**config.mk**
```make
export PLATFORM = sky130hd
export DESIGN_NAME = instr_encoder
export DESIGN_NICKNAME = d
export VERILOG_FILES = /design/src/rtl/instr_encoder.sv
export SDC_FILE = /design/constraint.sdc
export NUM_CORES = 1
export LEC_CHECK = 0
export CAP_MARGIN = 20
export CORE_UTILIZATION = 50
export CTS_CLUSTER_SIZE = 25
export DETAILED_ROUTE_END_ITERATION = 10
export PLACE_DENSITY = 0.77
export SLEW_MARGIN = 5
export SYNTH_ARGS = -nofsm -noshare
export SYNTH_HDL_FRONTEND = slang
export SYNTH_SLANG_ARGS = --single-unit
```
**constraint.sdc**
```tcl
create_clock -name clk -period 2.2 [get_ports clk]
set_input_delay 0.44 -clock clk [delete_from_list [all_inputs] [get_ports clk]]
set_output_delay 0.44 -clock clk [all_outputs]
set_load 0.01 [all_outputs]
```
**src/rtl/instr_encoder.sv**
```systemverilog
// Encodes operation descriptors into 32-bit instruction words and streams them to instruction memory through a 4-deep FIFO.
// Optional feature: define INSTR_ENCODER_SWP_EN to make op_sel 18 (SWP) legal.
module instr_encoder #(
  parameter int ADDR_W    = 8,
  parameter int BASE_ADDR = 0
) (
  input  logic              clk,
  input  logic              rst,
  input  logic              restart,
  input  logic              in_valid,
  output logic              in_ready,
  input  logic [4:0]        op_sel,
  input  logic [4:0]        dest,
  input  logic [4:0]        src1,
  input  logic [4:0]        src2,
  input  logic [15:0]       imm,
  output logic              imem_we,
  input  logic              imem_ready,
  output logic [ADDR_W-1:0] imem_addr,
  output logic [31:0]       imem_wdata,
  output logic              err,
  output logic [15:0]       words_written
);

  localparam logic [ADDR_W-1:0] BASE = ADDR_W'(BASE_ADDR);

  logic [5:0]  opc;
  logic        rtype, legal;
  logic [4:0]  d_f, s1_f, s2_f;
  logic [31:0] enc_word;

  always_comb begin
    opc   = 6'h00;
    rtype = 1'b1;
    legal = 1'b1;
    d_f   = dest;
    s1_f  = src1;
    s2_f  = src2;
    case (op_sel)
      5'd0:  begin d_f = '0; s1_f = '0; s2_f = '0; end
      5'd1:  opc = 6'h01;
      5'd2:  opc = 6'h03;
      5'd3:  opc = 6'h05;
      5'd4:  opc = 6'h06;
      5'd5:  opc = 6'h07;
      5'd6:  opc = 6'h08;
      5'd7:  opc = 6'h09;
      5'd8:  opc = 6'h0A;
      5'd9:  opc = 6'h0B;
      5'd10: opc = 6'h0C;
      5'd11: begin opc = 6'h20; rtype = 1'b0; end
      5'd12: begin opc = 6'h21; rtype = 1'b0; end
      5'd13: begin opc = 6'h24; rtype = 1'b0; end
      5'd14: begin opc = 6'h25; rtype = 1'b0; end
      5'd15: begin opc = 6'h28; rtype = 1'b0; d_f = '0; end
      5'd16: begin opc = 6'h29; rtype = 1'b0; end
      5'd17: begin opc = 6'h2A; rtype = 1'b0; d_f = '0; s1_f = '0; end
`ifdef INSTR_ENCODER_SWP_EN
      5'd18: begin opc = 6'h3F; s2_f = '0; end
`else
      5'd18: legal = 1'b0;
`endif
      default: legal = 1'b0;
    endcase
  end

  // NOP (op 0) keeps opc and every field at zero, so it falls out as an all-zero R-type word.
  assign enc_word = {opc, d_f, s1_f, rtype ? {s2_f, 11'b0} : imm};

  logic [3:0][31:0]  mem_q;
  logic [1:0]        wr_ptr_q, rd_ptr_q;
  logic [2:0]        cnt_q, cnt_d;
  logic [ADDR_W-1:0] addr_q, addr_d;
  logic [15:0]       ww_q, ww_d;
  logic              err_q;
  logic              accept, push, pop;

  assign in_ready = (cnt_q < 3'd4);
  assign accept   = in_valid & in_ready;
  assign push     = accept & legal & ~restart;
  assign imem_we  = (cnt_q != 3'd0);
  assign pop      = imem_we & imem_ready & ~restart;

  always_comb begin
    cnt_d  = cnt_q;
    addr_d = addr_q;
    ww_d   = ww_q;
    if (restart) begin
      cnt_d  = '0;
      addr_d = BASE;
    end else begin
      case ({push, pop})
        2'b10:   cnt_d = cnt_q + 3'd1;
        2'b01:   cnt_d = cnt_q - 3'd1;
        default: cnt_d = cnt_q;
      endcase
      if (pop) begin
        addr_d = addr_q + ADDR_W'(4);
        if (ww_q != 16'hFFFF) ww_d = ww_q + 16'd1;
      end
    end
  end

  always_ff @(posedge clk or negedge rst) begin
    if (!rst) begin
      mem_q    <= '0;
      wr_ptr_q <= '0;
      rd_ptr_q <= '0;
      cnt_q    <= '0;
      addr_q   <= BASE;
      ww_q     <= '0;
      err_q    <= 1'b0;
    end else begin
      cnt_q  <= cnt_d;
      addr_q <= addr_d;
      ww_q   <= ww_d;
      err_q  <= accept & ~legal;
      if (restart) begin
        wr_ptr_q <= '0;
        rd_ptr_q <= '0;
      end else begin
        if (push) begin
          mem_q[wr_ptr_q] <= enc_word;
          wr_ptr_q        <= wr_ptr_q + 2'd1;
        end
        if (pop) rd_ptr_q <= rd_ptr_q + 2'd1;
      end
    end
  end

  // Empty FIFO presents zero rather than a stale entry.
  assign imem_wdata    = imem_we ? mem_q[rd_ptr_q] : 32'h0;
  assign imem_addr     = addr_q;
  assign err           = err_q;
  assign words_written = ww_q;

endmodule

```
**Yosys cells after proc, flatten, opt, wreduce, memory -nomap -nowiden**

Index checks and enable logic that the tools add are counted.

- Register bits after elaboration: 160
- Input port bits: 41
- Output and inout port bits: 59
- Logic and storage cells: 80

- Add/subtract/negate cells: 6
- $lt $le $gt $ge: 4
- Equality and inequality tests: 20
- Muxes and demuxes: 20
- Bitwise gates (word level): 8
- Reduce and logical (&&, ||, !) cells: 12

Operators by type and width:

| kind | number |
|---|---|
| 128-bit bitwise mux | 1 |
| 6-bit case mux with 17 select lines | 1 |
| 32-bit 2-to-1 mux | 3 |
| 32-bit binary-select mux with 2-bit select | 1 |
| 32-bit demux with 2-bit select | 1 |
| 5-bit by 4-bit equality test with 1-bit output (second input constant) | 8 |
| 5-bit by 3-bit equality test with 1-bit output (second input constant) | 4 |
| 18-bit OR reduction | 1 |
| 16-bit by 1-bit adder with 16-bit output (second input constant) | 1 |
| 16-bit 2-to-1 mux | 1 |
| 8-bit 2-to-1 mux | 2 |
| 16-bit != test (second input constant) | 1 |
| 5-bit 2-to-1 mux | 3 |
| 5-bit by 2-bit equality test with 1-bit output (second input constant) | 2 |
| 5-bit equality test (second input constant) | 2 |
| 8-bit by 3-bit adder with 8-bit output (second input constant) | 1 |
| 2-bit 2-to-1 mux | 4 |
| 7-bit OR reduction | 1 |
| 1-bit bitwise AND | 6 |
| 2-bit by 3-bit < comparator with 1-bit output (second input constant) | 2 |
| 3-bit case mux with 2 select lines | 1 |
| 3-bit nonzero test | 2 |
| 5-bit by 1-bit equality test with 1-bit output (second input constant) | 1 |
| 5-bit logical NOT | 1 |
| other kinds (16) | 19 |

**Longest topological paths before layout**

Gate-level depths: netlist of the first run.

- Word-level depth: 8
- Depth in mapped cells: 8
- Depth with buffers taken out: 6

**Worst setup path after synthesis of the first run**

OpenSTA, ideal clock, no wires.

- Path type: register to register
- Start point: reg cnt_q[2]
- End point: reg cnt_q[2]
- Data arrival time: 2.164 ns
- Data required time: 2.118 ns
- Path slack: -0.045 ns
- Cell stages (with the launch flop): 8
- Path buffers: 1
- Path through: dfrtp_1 o31a_2 buf_2 nand2b_1 nor2_1 fa_1 or4_1 a31oi_1

- Cells in the longest elaborated chain, start to end: 7
- Elaborated cells between the ends (all ways): 14
- Classes of those cells: add/sub: 2; order compare: 1; eq/ne: 2; mux: 2; bitwise: 5; reduce/logical: 2

RTL lines:

| item | RTL line | RTL |
|---|---|---|
| from (decl) | 72 | `logic [2:0] cnt_q, cnt_d;` |
| from (signal assigned) | 114 | `cnt_q <= cnt_d;` |
| 3-bit < comparator | 78 | `assign in_ready = (cnt_q < 3'd4);` |
| 1-bit bitwise AND | 79 | `assign accept = in_valid & in_ready;` |
| 1-bit bitwise AND (2 in series) | 80 | `assign push = accept & legal & ~restart;` |
| 2-bit by 1-bit equality test with 1-bit output or 2-bit equality test (tied branches) | 92 | `case ({push, pop})` |
| 3-bit case mux with 2 select lines | 92 |  |
| 3-bit 2-to-1 mux | 88 | `if (restart) begin` |

Parallel ways exist; a longest one is shown, timed or not.
A chain may end at the register's enable or synchronous reset.

**Worst setup path in the final report of the first run**

- Start point: reg rd_ptr_q[0]
- End point: out imem_wdata[24]

- Cells in the longest elaborated chain, start to end: 3

RTL lines:

| item | RTL line | RTL |
|---|---|---|
| from (decl) | 71 | `logic [1:0] wr_ptr_q, rd_ptr_q;` |
| from (signal assigned) | 126 | `if (pop) rd_ptr_q <= rd_ptr_q + 2'd1;` |
| 32-bit binary-select mux with 2-bit select | 132 | `assign imem_wdata = imem_we ? mem_q[rd_ptr_q] : 32'h0;` |
| 32-bit 2-to-1 mux (implied by the code) | 132 |  |
| 32-bit 2-to-1 mux | 132 |  |
| to (decl) | 20 | `output logic [31:0] imem_wdata,` |

No other way between the ends. The select of a mux whose other input is x is not followed.

==> impl_metrics.ini, run 1 <==
[run_status]
status = complete, but fails checks
failed_checks = negative setup slack

[die]
rows = 43
die_h_microns = 123
io_pins = 100
die_w_microns = 123
coreArea_sq_mm = 0.0140
die_area_sq_mm = 0.0151
start_util = 0.520

[placed_design]
hpwl_mm = 11.4
io_buffers = 96
routabilityCongestion = 0.785
dp.cells = 954

[global_route]
grt_max_degree = 59
grt.met1_usage = 0.326
grt_use_met3 = 0.0757
grtUsageTotal = 0.265
grt.busiest_layer = met2
use_met2 = 0.452
grt_pass1_wl_mm = 29.8
grt_pass1_vias = 6039
antenna_found_initial = 1
grt-ovfl-total = 0

[sta]
tightest_slew_ns = 0.536
post-route-min-period_ns = 2.34
slew_viol_final = 0
fin_skew_ns = 0.00754
rsz0062_at_grt = true
fin_ws_ns = -0.137
max-slew-margin-rel = 0.643
period_share = 1.06
fmax_ghz = 0.428
hold_viol = 0
whs_ns = 0.479
setup_viol = 31

[worst_setup_path]
crit_type = register to output port
cp_data_required_time_ns = 1.76
cp_max_fo = 6
cp-end-kind = output port
crit_arrival_ns = 1.90
r2r_slack_ns = 0.13
worst_setup_path_start_kind = register

[synth]
synth_warnings = 0
ys_ff_latch = 154
synth-edff-count = 0
netlist_area_sq_mm = 0.00730
avgSynthCellArea_sq_um = 10.8
synth_cells = 676
synth_seq_area_share = 0.528
synth_ff_type = dfrtp_1
async_flop_share = 1.00
synthDistinctLibCells = 53

[final_layout]
layout_commonest_cell = dfrtp_1
drive_gt1_frac = 0.251
fillCellCount = 994
mostFrequentLayoutCells = 151 x dfrtp_1, 142 x nand2_1, 112 x o21ai_0
diodes = 0
nets = 852
fin_cells = 997
syn_to_final_growth_pct = 31.8

[pwr]
switching_share = 0.321
pwr-share-seq = 0.369
p_clk_frac = 0.250
ir_drop_v = 0.000604
p_per_area_mw_per_mm2 = 1100
leakagePower_nw = 4.32
netSwitchingPower_mw = 3.39
pwr-share-comb = 0.380
p_int_mw = 7.17

[clock_tree]
htreeDepth = 4
insertion_delay_ns = 0.42
root_buffer = clkbuf_16
clock-sinks = 154
cts_buffer_depth = 2
cts_buffers = 17
path_clk_slew_ns = 0.06
cts_tree = yes

[routing]
drt-pass1-iter-count = 4
postRouteAntennaNets = 0
wl_per_cell_microns = 18.1
drt_iter0_drc = 385
wl_mm = 18.0
vias = 5602
viasPerCell = 5.62
drc = 0

[flow_run]
maxCapViolations = 0

[hold_path]
hold_class = register to register
final timing paths:
path,cells after the start,end,from
max,5,imem_wdata[24],rd_ptr_q[0]$_DFFE_PN0N_
min,2,mem_q[79]$_DFFE_PN0P_,mem_q[79]$_DFFE_PN0P_
max reg2reg,6,cnt_q[2]$_DFFE_PN0P_,cnt_q[2]$_DFFE_PN0P_
min reg2reg,2,mem_q[79]$_DFFE_PN0P_,mem_q[79]$_DFFE_PN0P_
max in group asynchronous,3,mem_q[101]$_DFFE_PN0P_,rst
min in group asynchronous,2,mem_q[112]$_DFFE_PN0P_,rst
kinds of logic after synthesis:
logic type | share of synthesized area
adder cells (fa/ha/maj) | 0.0130
multiplexers | 0.129
AO/OA/AOI/OAI | 0.105
AND/OR/NAND/NOR | 0.161
flip-flops | 0.528
buffers and inverters | 0.0345
other | 0.000514
XOR/XNOR | 0.0288
synth_stat cells (all sizes together) (2+ instances only):
cell type,number,area [sq um]
nand3,5,25.0
mux2i,3,30.0
xnor2,8,70.1
nand4b,4,35.0
o21ai,112,561
o211ai,2,15.0
and3,3,18.8
o21a,2,15.0
nand2,142,533
mux4,31,698
inv,6,22.5
o31a,2,18.8
nor3,12,75.1
nor3b,3,27.5
a22oi,4,30.0
nor2,14,52.6
o31ai,3,32.5
mux2,19,214
a21oi,5,25.0
nor4,2,12.5
nand4,6,37.5
nor2b,35,219
or4,3,26.3
nand3b,2,27.5
clkbuf,21,78.8
nand2b,6,37.5
dfrtp,154,3850
buf,29,150
ha,6,75.1
a2bb2oi,2,17.5
xor2,16,140
power by group through the flow:
stage	sequential, mW	clock [mW]	combinational, mW
final	3.90	2.64	4.01
after global routing	3.97	2.82	4.35
after CTS	3.88	2.69	3.73
after detailed placement	3.92	0	3.37
after global placement	3.85	0	3.25
after floorplan	3.80	0	1.92
layer usage:
layer / up-vias / routed length (microns)
met5: - / 13
met4: 2 / 175
met3: 17 / 1160
met2: 182 / 9220
met1: 2803 / 7460
li1: 2598 / -
repair_timing:
action / 4_1_cts / 5_1_grt
pin swaps: 3 / 3
hold endpoints to repair: 53 / 0
hold buffers: 1 / 0
resized for setup: 143 / 40
gates cloned: 3 / 0
setup endpoints to repair: 33 / 41
buffers inserted: 6 / 3
through the flow:
stage           util  total power [mW]  worst slack (ns)  TNS, ns  instance area, sq um
5_1_grt        0.685              11.1            -0.177    -4.73                  9620
3_5_place_dp   0.630              7.29            -0.492   -17.39                  8840
4_1_cts        0.673              10.3            -0.200    -4.50                  9450
2_1_floorplan      -              5.72            0.0258        0                  7320
6_report       0.685              10.6            -0.137    -2.81                  9620
3_3_place_gp   0.630              7.10            -0.406    -7.90                  8840
layout make-up:
cell class	count	area (sq um)	area share
inverter	6	22.5	0.00234
timing repair buffer	157	1610	0.168
multi-input combinational	468	3360	0.350
sequential	154	3860	0.401
tap	180	225	0.0234
clock inverter	9	67.6	0.00703
clock buffer	23	468	0.0487
sequential cells by signal, summed over array words and instances (netlist names):
| register | count |
|---|---|
| err | 1 |
| wr_ptr_q | 2 |
| words_written | 16 |
| cnt_q | 3 |
| imem_addr | 6 |
| mem_q | 124 |
| rd_ptr_q | 2 |
worst max-delay path, cell delays in order (launching register included):
cell,delay [ns]
dfrtp_2,0.41
buf_12,0.13
buf_12,0.13
mux4_2,0.53
nor2b_1,0.15
buf_2,0.13
(Power assumes the default switching activity.)
==> inputs of run 2 (changes only) <==
--- a/config.mk
+++ b/config.mk
@@ -5,11 +5,12 @@
 export SDC_FILE = /design/constraint.sdc
 export NUM_CORES = 1
 export LEC_CHECK = 0
+export ABC_AREA = 1
 export CAP_MARGIN = 20
 export CORE_UTILIZATION = 50
 export CTS_CLUSTER_SIZE = 25
 export DETAILED_ROUTE_END_ITERATION = 10
-export PLACE_DENSITY = 0.77
+export PLACE_DENSITY = 0.76
 export SLEW_MARGIN = 5
 export SYNTH_ARGS = -nofsm -noshare
 export SYNTH_HDL_FRONTEND = slang
==> run 2 against run 1 <==
  * The run still ends with negative setup slack left
  * Sequential share of layout area down 3.8 points
  * Non-clock buffer count up 49
  * Power is 8.0% higher
  * Worst hold slack hardly changed
  * Cell area up 11%
  * Core utilization is 1.5 points higher
  * Highest routed layer is now met4
==> impl_metrics.ini, run 2 <==
[run_status]
status = complete, but fails checks
failed_checks = negative setup slack

[synth]
yosysTopAreaCell = dfrtp_1
synth_ff_type = dfrtp_1
avgSynthCellArea_sq_um = 8.39
synth_seq_area_share = 0.495
async_flop_share = 1.00
synth_area_leaders = dfrtp_1 49%, nand2_1 9.4%, nor2_1 7.3%
yosysMostFrequentCell = nand2_1
synthDistinctLibCells = 41
netlist_area_sq_mm = 0.00779
synth_warnings = 0
ys_ff_latch = 154
synth_cells = 929
synth.top_cell.area_share = 0.495
synth_common_cells = 196 x nand2_1, 154 x dfrtp_1, 152 x nor2_1
synth-edff-count = 0

[routing]
drc = 0
drt_iter0_drc = 561
drt-pass1-iter-count = 6
vias = 7163
wl_per_cell_microns = 16.9
viasPerCell = 5.49
postRouteAntennaNets = 0
wl_mm = 22.0

[worst_setup_path]
timing.rr.end = cnt_q[2]$_DFFE_PN0P_
cp-end-kind = output port
crit_type = register to output port
slowest_stage = dfrtp_2
r2r_cells = 11
crit_arrival_ns = 1.84
cp_data_required_time_ns = 1.76
startpoint = rd_ptr_q[0]$_DFFE_PN0N_
r2r_slack_ns = 0.25
r2r-start = cnt_q[1]$_DFFE_PN0P_
cpPeakStageDelay_ns = 0.47
worst_setup_path_start_kind = register
crit_chain = buf_6, buf_6, clkbuf_16, a21oi_2, o21ai_1, a21oi_2, buf_2
cp_max_fo = 7
setup.worst_path.end = imem_wdata[11]

[placed_design]
place_ws_ns = -0.386
io_buffers = 96
hpwl_mm = 12.8
routabilityCongestion = 0.844

[final_layout]
largest_reg_flops = 124
mostFrequentLayoutCells = 196 x nand2_1, 151 x dfrtp_1, 135 x nor2_1
utilization = 0.699
nets = 1152
layout_commonest_cell = nand2_1
diodes = 0
drive_gt1_frac = 0.261
syn_to_final_growth_pct = 36.5
largest-register = mem_q

[clock_tree]
cts_buffer_depth = 2
path_clk_slew_ns = 0.06
cts_tree = yes
cts_buffers = 17
root_buffer = clkbuf_16
htreeDepth = 4
insertion_delay_ns = 0.42
clock-sinks = 154

[sta]
hold_viol = 0
fin_skew_ns = 0.00817
period_share = 1.04
slew_viol_final = 0
setup_viol = 11
post-route-min-period_ns = 2.28
fin_ws_ns = -0.0818
rsz0062_at_grt = true
fmax_ghz = 0.438

[global_route]
antenna_found_initial = 0
grt_max_degree = 59
grt_pass1_vias = 6932
grt-ovfl-total = 0
grtUsageTotal = 0.278
grt_pass1_wl_mm = 34.7

[die]
start_util = 0.512
io_pins = 100
die_area_sq_mm = 0.0161
die_h_microns = 127
die_w_microns = 127
coreArea_sq_mm = 0.0152
rows = 45

[hold_path]
hold_class = register to register
min_from = imem_addr[7]$_DFFE_PN0N_

[flow_run]
maxCapViolations = 0

[pwr]
leakagePower_nw = 4.91
ir_drop_v = 0.000685
p_per_area_mw_per_mm2 = 1070
-- run 2: changes by cell type in the layout (fill, tap and decap cells not counted), moves of 21 or more --
cell | previous run | this run
o21ai_2 | 0 | 49
inv_1 | 6 | 37
a21oi_1 | 5 | 26
nand2_1 | 142 | 196
o21ai_0 | 112 | 49
o21ai_1 | 0 | 94
nor2_1 | 14 | 135
mux4_2 | 31 | 0
buf_4 | 39 | 64
-- run 2: cell families after synthesis --
family	synth area share
AO/OA/AOI/OAI	0.183
other	0.000481
AND/OR/NAND/NOR	0.225
adder cells (fa/ha/maj)	0.0122
XOR/XNOR	0.0169
buffers and inverters	0.0678
flip-flops	0.495
-- run 2: through the flow --
| step | TNS (ns) | instances | hold slack, ns | cell area [sq um] | total power, mW |
|---|---|---|---|---|---|
| floorplan | 0 | 931 | 0.144 | 7800 | 5.77 |
| global placement | -31.11 | 1242 | 0.396 | 9510 | 7.59 |
| detailed placement | -38.30 | 1242 | 0.398 | 9510 | 7.66 |
| CTS | -0.140 | 1300 | 0.472 | 10400 | 11.0 |
| global route | -1.99 | 1305 | 0.502 | 10600 | 12.0 |
| finish | -0.254 | 1305 | 0.480 | 10600 | 11.4 |
-- run 2: report_power, final --
group          internal (mW)  switching [mW]
Combinational           2.08            2.41
Clock                   1.92            1.17
Sequential              3.41           0.406
-- run 2: what timing repair did --
item,CTS,global route
hold buffers,1,0
setup endpoints to repair,32,124
hold endpoints to repair,38,0
resized for setup,183,81
buffers inserted,18,7
cloned,7,2
pin swaps,19,31
-- run 2: per-layer routing --
metal / share of wire / global-route usage / vias up / wire length (microns)
li1: - / - / 3418 / -
met3: 0.062 / 0.0687 / 43 / 1370
met5: 0 / 0 / - / 0
met2: 0.48 / 0.458 / 270 / 10700
met4: 0.024 / 0.0917 / 0 / 518
met1: 0.43 / 0.359 / 3432 / 9450
-- run 2: cell type report --
type,instances,area [sq um]
clock buffers,19,443
clock inverters,13,174
fillers,1097,4570
inverters,45,174
multi-input cells,680,3610
flip-flops and latches,154,3860
well taps,188,235
repair buffers,206,2140
-- run 2: critical path: cells and delay by family, from the launching register on --
family	cells	cell delay, ns
buffers and inverters	4	0.57
AO/OA/AOI/OAI	3	0.38
flip-flops	1	0.47
-- run 2: how the worst min path moves through the flow --
stage | end | slack, ns | cells past startpoint
final | imem_addr[7]$_DFFE_PN0N_ | 0.48 | 1
after global routing | mem_q[73]$_DFFE_PN0P_ | 0.50 | 2
after CTS | imem_addr[7]$_DFFE_PN0N_ | 0.47 | 1
after detailed placement | mem_q[36]$_DFFE_PN0P_ | 0.40 | 1
after global placement | mem_q[34]$_DFFE_PN0P_ | 0.40 | 1
after floorplan | cnt_q[0]$_DFFE_PN0P_ | 0.14 | 0
==> RTL change 1: new RTL, config.mk and constraints of run 1 <==
Build with the macro `INSTR_ENCODER_SWP_EN` defined.
--- a/src/rtl/instr_encoder.sv
+++ b/src/rtl/instr_encoder.sv
@@ -1,5 +1,7 @@
 // Encodes operation descriptors into 32-bit instruction words and streams them to instruction memory through a 4-deep FIFO.
 // Optional feature: define INSTR_ENCODER_SWP_EN to make op_sel 18 (SWP) legal.
+`define INSTR_ENCODER_SWP_EN
+
 module instr_encoder #(
   parameter int ADDR_W    = 8,
   parameter int BASE_ADDR = 0
Behaviour: not the same (Yosys sat finds a counterexample within 4 cycles, from zero or initial values and one cycle with rst low).
==> RTL change 1 against run 1 <==
- the flow still finishes with violations (setup timing)
- cell area up 0.48%
- power down 3.3%
- synthesized area up 1.0%
- sequential cell count up 4
- combinational power down 17%
- setup slack worse by 5.6 ps
- clock skew up 2.0 ps
- wire length up 2.9%
==> RTL change 1: results (changes against run 1) <==
* Yosys warning count at 0 (unchanged)
* Total wire length at 18540 um (+2.9%)
* Highest routed layer: met4
* Final setup margin at -142.7 ps (-5.649 ps)
* P_int at 7104 uW (-0.89%)
* Largest register FFs at 128 (+3.2%)
* CP arrival at 1900 ps (about the same)
* Layout cells sized above 1 at 0.2193 (-0.03166)
* Met3 WL post-DR at 1028 um (-11%)
* GP Congestion at 0.7681 (-2.2%)
* Most frequent cells after synthesis: 158 x dfrtp_1, 158 x nand2_1, 126 x o21ai_0
* Wl on met1 at 7617 um (+2.1%)
* Synth cell types at 46 (-13%)
* Reg clk slew, reported paths at 60 ps (about the same)
* Top cells by area, synth: dfrtp_1 54%, mux4_2 9.8%, o21ai_0 8.6%
* Setup TNS at -2497 ps (+308.3 ps)
* Clock skew at 9.568 ps (+2.026 ps)
* Reg with most FFs: mem_q
* Grt met1 use at 0.3339 (+0.007427)
* Hold Path Class: reg -> reg
* Pre-Repair DR Iteration Count at 6 (+2)
* Top cell family by delay on the critical path: multiplexers
* Met3 GRT Util at 0.05996 (-0.01578)
* Clk Latency, worst-skew pair at 430 ps
* Num CTS Buffers at 17 (unchanged)
* WL met2 at 9418 um (+2.2%)
* Vias in the first global route at 6076 (+0.61%)
* Total track usage at 0.2645 (-0.0007713)
* Endpoints failing setup at 32 (+3.2%)
* Main synth FF type: dfrtp_1
* Failing checks: setup timing
* Vias/cell at 5.643 (+0.44%)
* Slowest cell delay on critical path at 500 ps (-30 ps)
* H-tree levels at 4 (unchanged)
* Largest net degree at the start of global routing at 63 (+6.8%)
* Post-DP HPWL at 11410 um (+0.14%)
* Status: complete, but fails checks
* Fin nets at 898 (+5.4%)
* Number of setup buffers added after CTS at 14 (+8)
* CP max stage cell: mux4_2
* Number of hold buffers added after cts at 1 (unchanged)
* Iter 0 DRT Violations at 403 (+4.7%)
* Hold Path Depth at 2 (unchanged)
* IO Port Bufs at 97 (+1.0%)
* Worst vdd ir at 0.5462 mV (-9.6%)
* Seq/Total Area, Yosys at 0.5365 (+0.008291)
* Met2 usage at 0.4375 (-0.01440)
* Pre-CTS WS at -312.6 ps (+179.8 ps)
* Clock tree buffer depth at 2 (unchanged)
* Leakage Power at 0.004324 uW (about the same)
* Initial antenna violation count at 0 (-1)
* First-pass GRT wire length at 30100 um (+1.0%)
* Async SR Flop Fraction at 1.000 (unchanged)
* CTS resizes at 175 (+22%)
* Final hold vios at 0 (unchanged)
* Root Buffer: clkbuf_16
* Reg2Reg Depth at 6 (unchanged)
* Filler instances at 1065 (+7.1%)
* CP Max Fanout at 8 (+2)
## RTL change 1: cell count changes after synthesis, sizes merged, moves of 6 or more
cell    change
nand2      +20
o21ai      +18
buf        -16
nor2       +14
nor3        -6
clkbuf     +12
mux2       -15
a21oi      +19
## RTL change 1: area by class of cell
type / instances / area share
tap: 184 / 0.02383
inverter: 8 / 0.003108
clock buffer: 20 / 0.04727
clock inverter: 11 / 0.01463
timing repair buffer: 160 / 0.1581
sequential: 158 / 0.4097
multi-input combinational: 505 / 0.3433
## RTL change 1: kinds of logic (layout without fill, tap and decap cells)
group	count (synthesis)	in the layout	synth area share
flops	158	158	0.5365
other cells	1	2	0.0005088
xor+xnor	20	20	0.02377
fa+ha+maj	8	8	0.01426
simple gates	264	264	0.1589
compound gates	174	174	0.1304
mux	37	37	0.1053
buf+inv	54	199	0.03039
## RTL change 1: stage by stage
step,cells,area [sq um],hold WS [ps],power [uW],utilization
floorplan,717,7377,144.4,5460,-
global placement,998,8862,369.3,6613,0.6121
global route,1046,9662,499.6,10750,0.6673
detailed placement,998,8862,382.1,6785,0.6121
CTS,1047,9701,478.0,10310,0.6700
finish,1046,9662,475.9,10210,0.6673
## RTL change 1: final timing paths
check | start | end | slack (ps)
setup / recovery | rd_ptr_q[0] | imem_wdata[12] | -140
hold / removal | mem_q[92] | mem_q[92] | 480
setup reg to reg | words_written[0] | words_written[1] | 120
hold reg to reg | mem_q[92] | mem_q[92] | 480
max in group asynchronous | rst | mem_q[41] | 1030
min in group asynchronous | rst | mem_q[114] | 490
## RTL change 1: power by group through the flow
stage          Combinational (uW)  Sequential, uW  Clock [uW]
6_report                     3320            3930        2960
5_1_grt                      3630            4000        3110
4_1_cts                      3400            3910        3000
3_5_place_dp                 2850            3940           0
3_3_place_gp                 2740            3870           0
2_1_floorplan                1640            3820           0
==> RTL change 2: new RTL, config.mk and constraints of run 1 <==
Made on the original files. Put one more register stage on the output `err`. The value now appears one clock later. The other outputs are not delayed to match.
--- a/src/rtl/instr_encoder.sv
+++ b/src/rtl/instr_encoder.sv
@@ -131,7 +131,9 @@
   // Empty FIFO presents zero rather than a stale entry.
   assign imem_wdata    = imem_we ? mem_q[rd_ptr_q] : 32'h0;
   assign imem_addr     = addr_q;
-  assign err           = err_q;
+  always_ff @(posedge clk) begin
+    err <= err_q;
+  end
   assign words_written = ww_q;
 
 endmodule
Behaviour: not the same (Yosys sat finds a counterexample within 4 cycles, from zero or initial values and one cycle with rst low).
==> RTL change 2 against run 1 <==
- the flow still finishes with violations (setup timing)
- global-route usage is 0.12 points higher
- worst hold slack worse by 130 ps
- sequential cell count is 1 higher
- clock power is 28% higher
- critical path depth is 1 higher
- fmax is 3.6% lower
- non-clock buffer count is 15 higher
- cell area is 2.9% higher
- setup slack worse by 86 ps
- sequential share of layout area is 0.93 points lower
- count of clock-buffer cells in the layout is 5 lower
- power is 10% higher
- wire length is 4.8% higher
- synthesized area is 0.27% higher
- largest power group unchanged
==> RTL change 2: results (changes against run 1) <==
* Status: complete, but fails checks
* Failing checks: setup timing
* Num CTS Buffers at 17 (unchanged)
* ANT cells at 0 (unchanged)
* Total track usage at 0.2665 (+0.001247)
* Hold Path Depth at 0 (-2)
* CP max stage cell: mux4_2
* DP Cell Count at 959 (+0.52%)
* Via count at 5786 (+3.3%)
* Reg2Reg Depth at 7 (+1)
* Largest net degree at the start of global routing at 49 (-17%)
* Root Buffer: clkbuf_16
* DR WL/cell at 18.65 um (+3.2%)
* Post-DP HPWL at 11880 um (+4.3%)
* Final setup margin at -223.5 ps (-86.42 ps)
* Seq/Total Area, Yosys at 0.5295 (+0.001291)
* Post-synth top area share at 0.5268 (-0.001445)
* Endpoints failing setup at 31 (unchanged)
* Reg2reg setup slack at 10 ps (-120 ps)
* Slowest cell delay on critical path at 500 ps (-30 ps)
* Async SR Flop Fraction at 0.9935 (-0.006452)
* Multiplexer share of the synthesized area at 0.1288 (-0.0003534)
* Hold path startpoint: err_q
* Slew headroom at 0.6480 (+0.005054)
* Final Non-Filler Cells at 1013 (+1.6%)
* Worst vdd ir at 0.7681 mV (+27%)
* Vias in the first global route at 5930 (-1.8%)
* GP Congestion at 0.8031 (+2.3%)
* Worst hold endpoint: err
* Post-Synth XOR/XNOR Area at 0.02873 (-0.00007884)
* Synth Area in Adders at 0.01300 (-0.00003567)
* Hold Path Class: reg -> reg
* R2R Path End: cnt_q[2]
* Hold WS at 347.4 ps (-132.1 ps)
* Reg with most FFs: mem_q
* Setup TNS at -4445 ps (-1640 ps)
* Clock tree buffer depth at 2 (unchanged)
* CP arrival at 1980 ps (+80 ps)
* P_int at 8044 uW (+12%)
* Synth cell types at 54 (+1.9%)
* Layout cells sized above 1 at 0.2713 (+0.02039)
* Reg clk slew, reported paths at 60 ps (about the same)
* Leakage Power at 0.004474 uW (+3.5%)
* CP Max Fanout at 4 (-2)
* Pre-CTS WS at -410.6 ps (+81.77 ps)
* Yosys warning count at 0 (unchanged)
* Synth Area in Compound Gates at 0.1045 (-0.0002867)
* Pre-Repair DR Iteration Count at 5 (+1)
* Initial antenna violation count at 0 (-1)
* Top cells by area, synth: dfrtp_1 53%, mux4_2 9.5%, o21ai_0 7.7%
* Clk pwr share at 0.290 (+0.040)
* Placed cell areas at 8853 sq um (+0.14%)
* RR Startpoint: cnt_q[1]
* Synth Area per Inst at 10.81 sq um (+0.13%)
* Fin nets at 868 (+1.9%)
* Iter 0 DRT Violations at 349 (-9.4%)
* Crit path to: imem_wdata[29]
* First-pass GRT wire length at 29990 um (+0.67%)
* Clock skew at 6.607 ps (-0.9343 ps)
==> RTL change 2: worst register-to-register path, delay by kind of cell, from the launching register on <==
family / cells / cell delay [ps]
buf+inv: 1 / 160
compound gates: 2 / 460
simple gates: 3 / 660
fa+ha+maj: 1 / 390
flops: 1 / 440
==> RTL change 2: power by group through the flow <==
stage          Combinational (uW)  Sequential (uW)  Clock [uW]
2_1_floorplan                1920             3830           0
3_3_place_gp                 3270             3870           0
3_5_place_dp                 3360             3930           0
4_1_cts                      3840             3900        3400
5_1_grt                      4660             3990        3520
6_report                     4330             3910        3370
==> RTL change 2: timing repair <==
action | 4_1_cts | 5_1_grt
endpoints found under the setup margin | 32 | 46
gates cloned | 2 | 0
setup buffers | 13 | 7
pin swaps | 1 | 5
gates resized for setup | 146 | 47
endpoints found under the hold margin | 44 | 0
hold buffers | 1 | 0
==> RTL change 2: logic make-up after synthesis <==
family | after synthesis
simple gates | 243
flops | 155
compound gates | 138
buf+inv | 56
mux | 53
xor+xnor | 24
fa+ha+maj | 7
other cells | 1
==> RTL change 2: layer usage <==
layer / share of wire / track usage / routed length [um] / up-vias
met2: 0.51 / 0.4456 / 9623 / 186
met1: 0.41 / 0.3344 / 7756 / 2933
li1: - / - / - / 2630
met5: 0 / 0 / 0 / -
met3: 0.051 / 0.05673 / 963 / 37
met4: 0.029 / 0.1181 / 552 / 0
==> RTL change 2: area by class of cell <==
| cell class | instances | area [sq um] |
|---|---|---|
| clock buffer | 18 | 439.2 |
| clock inverter | 14 | 244.0 |
| fill | 944 | 4202 |
| inverter | 6 | 22.52 |
| multi-input combinational | 468 | 3377 |
| sequential | 155 | 3877 |
| tap | 180 | 225.2 |
| timing repair buffer | 172 | 1709 |
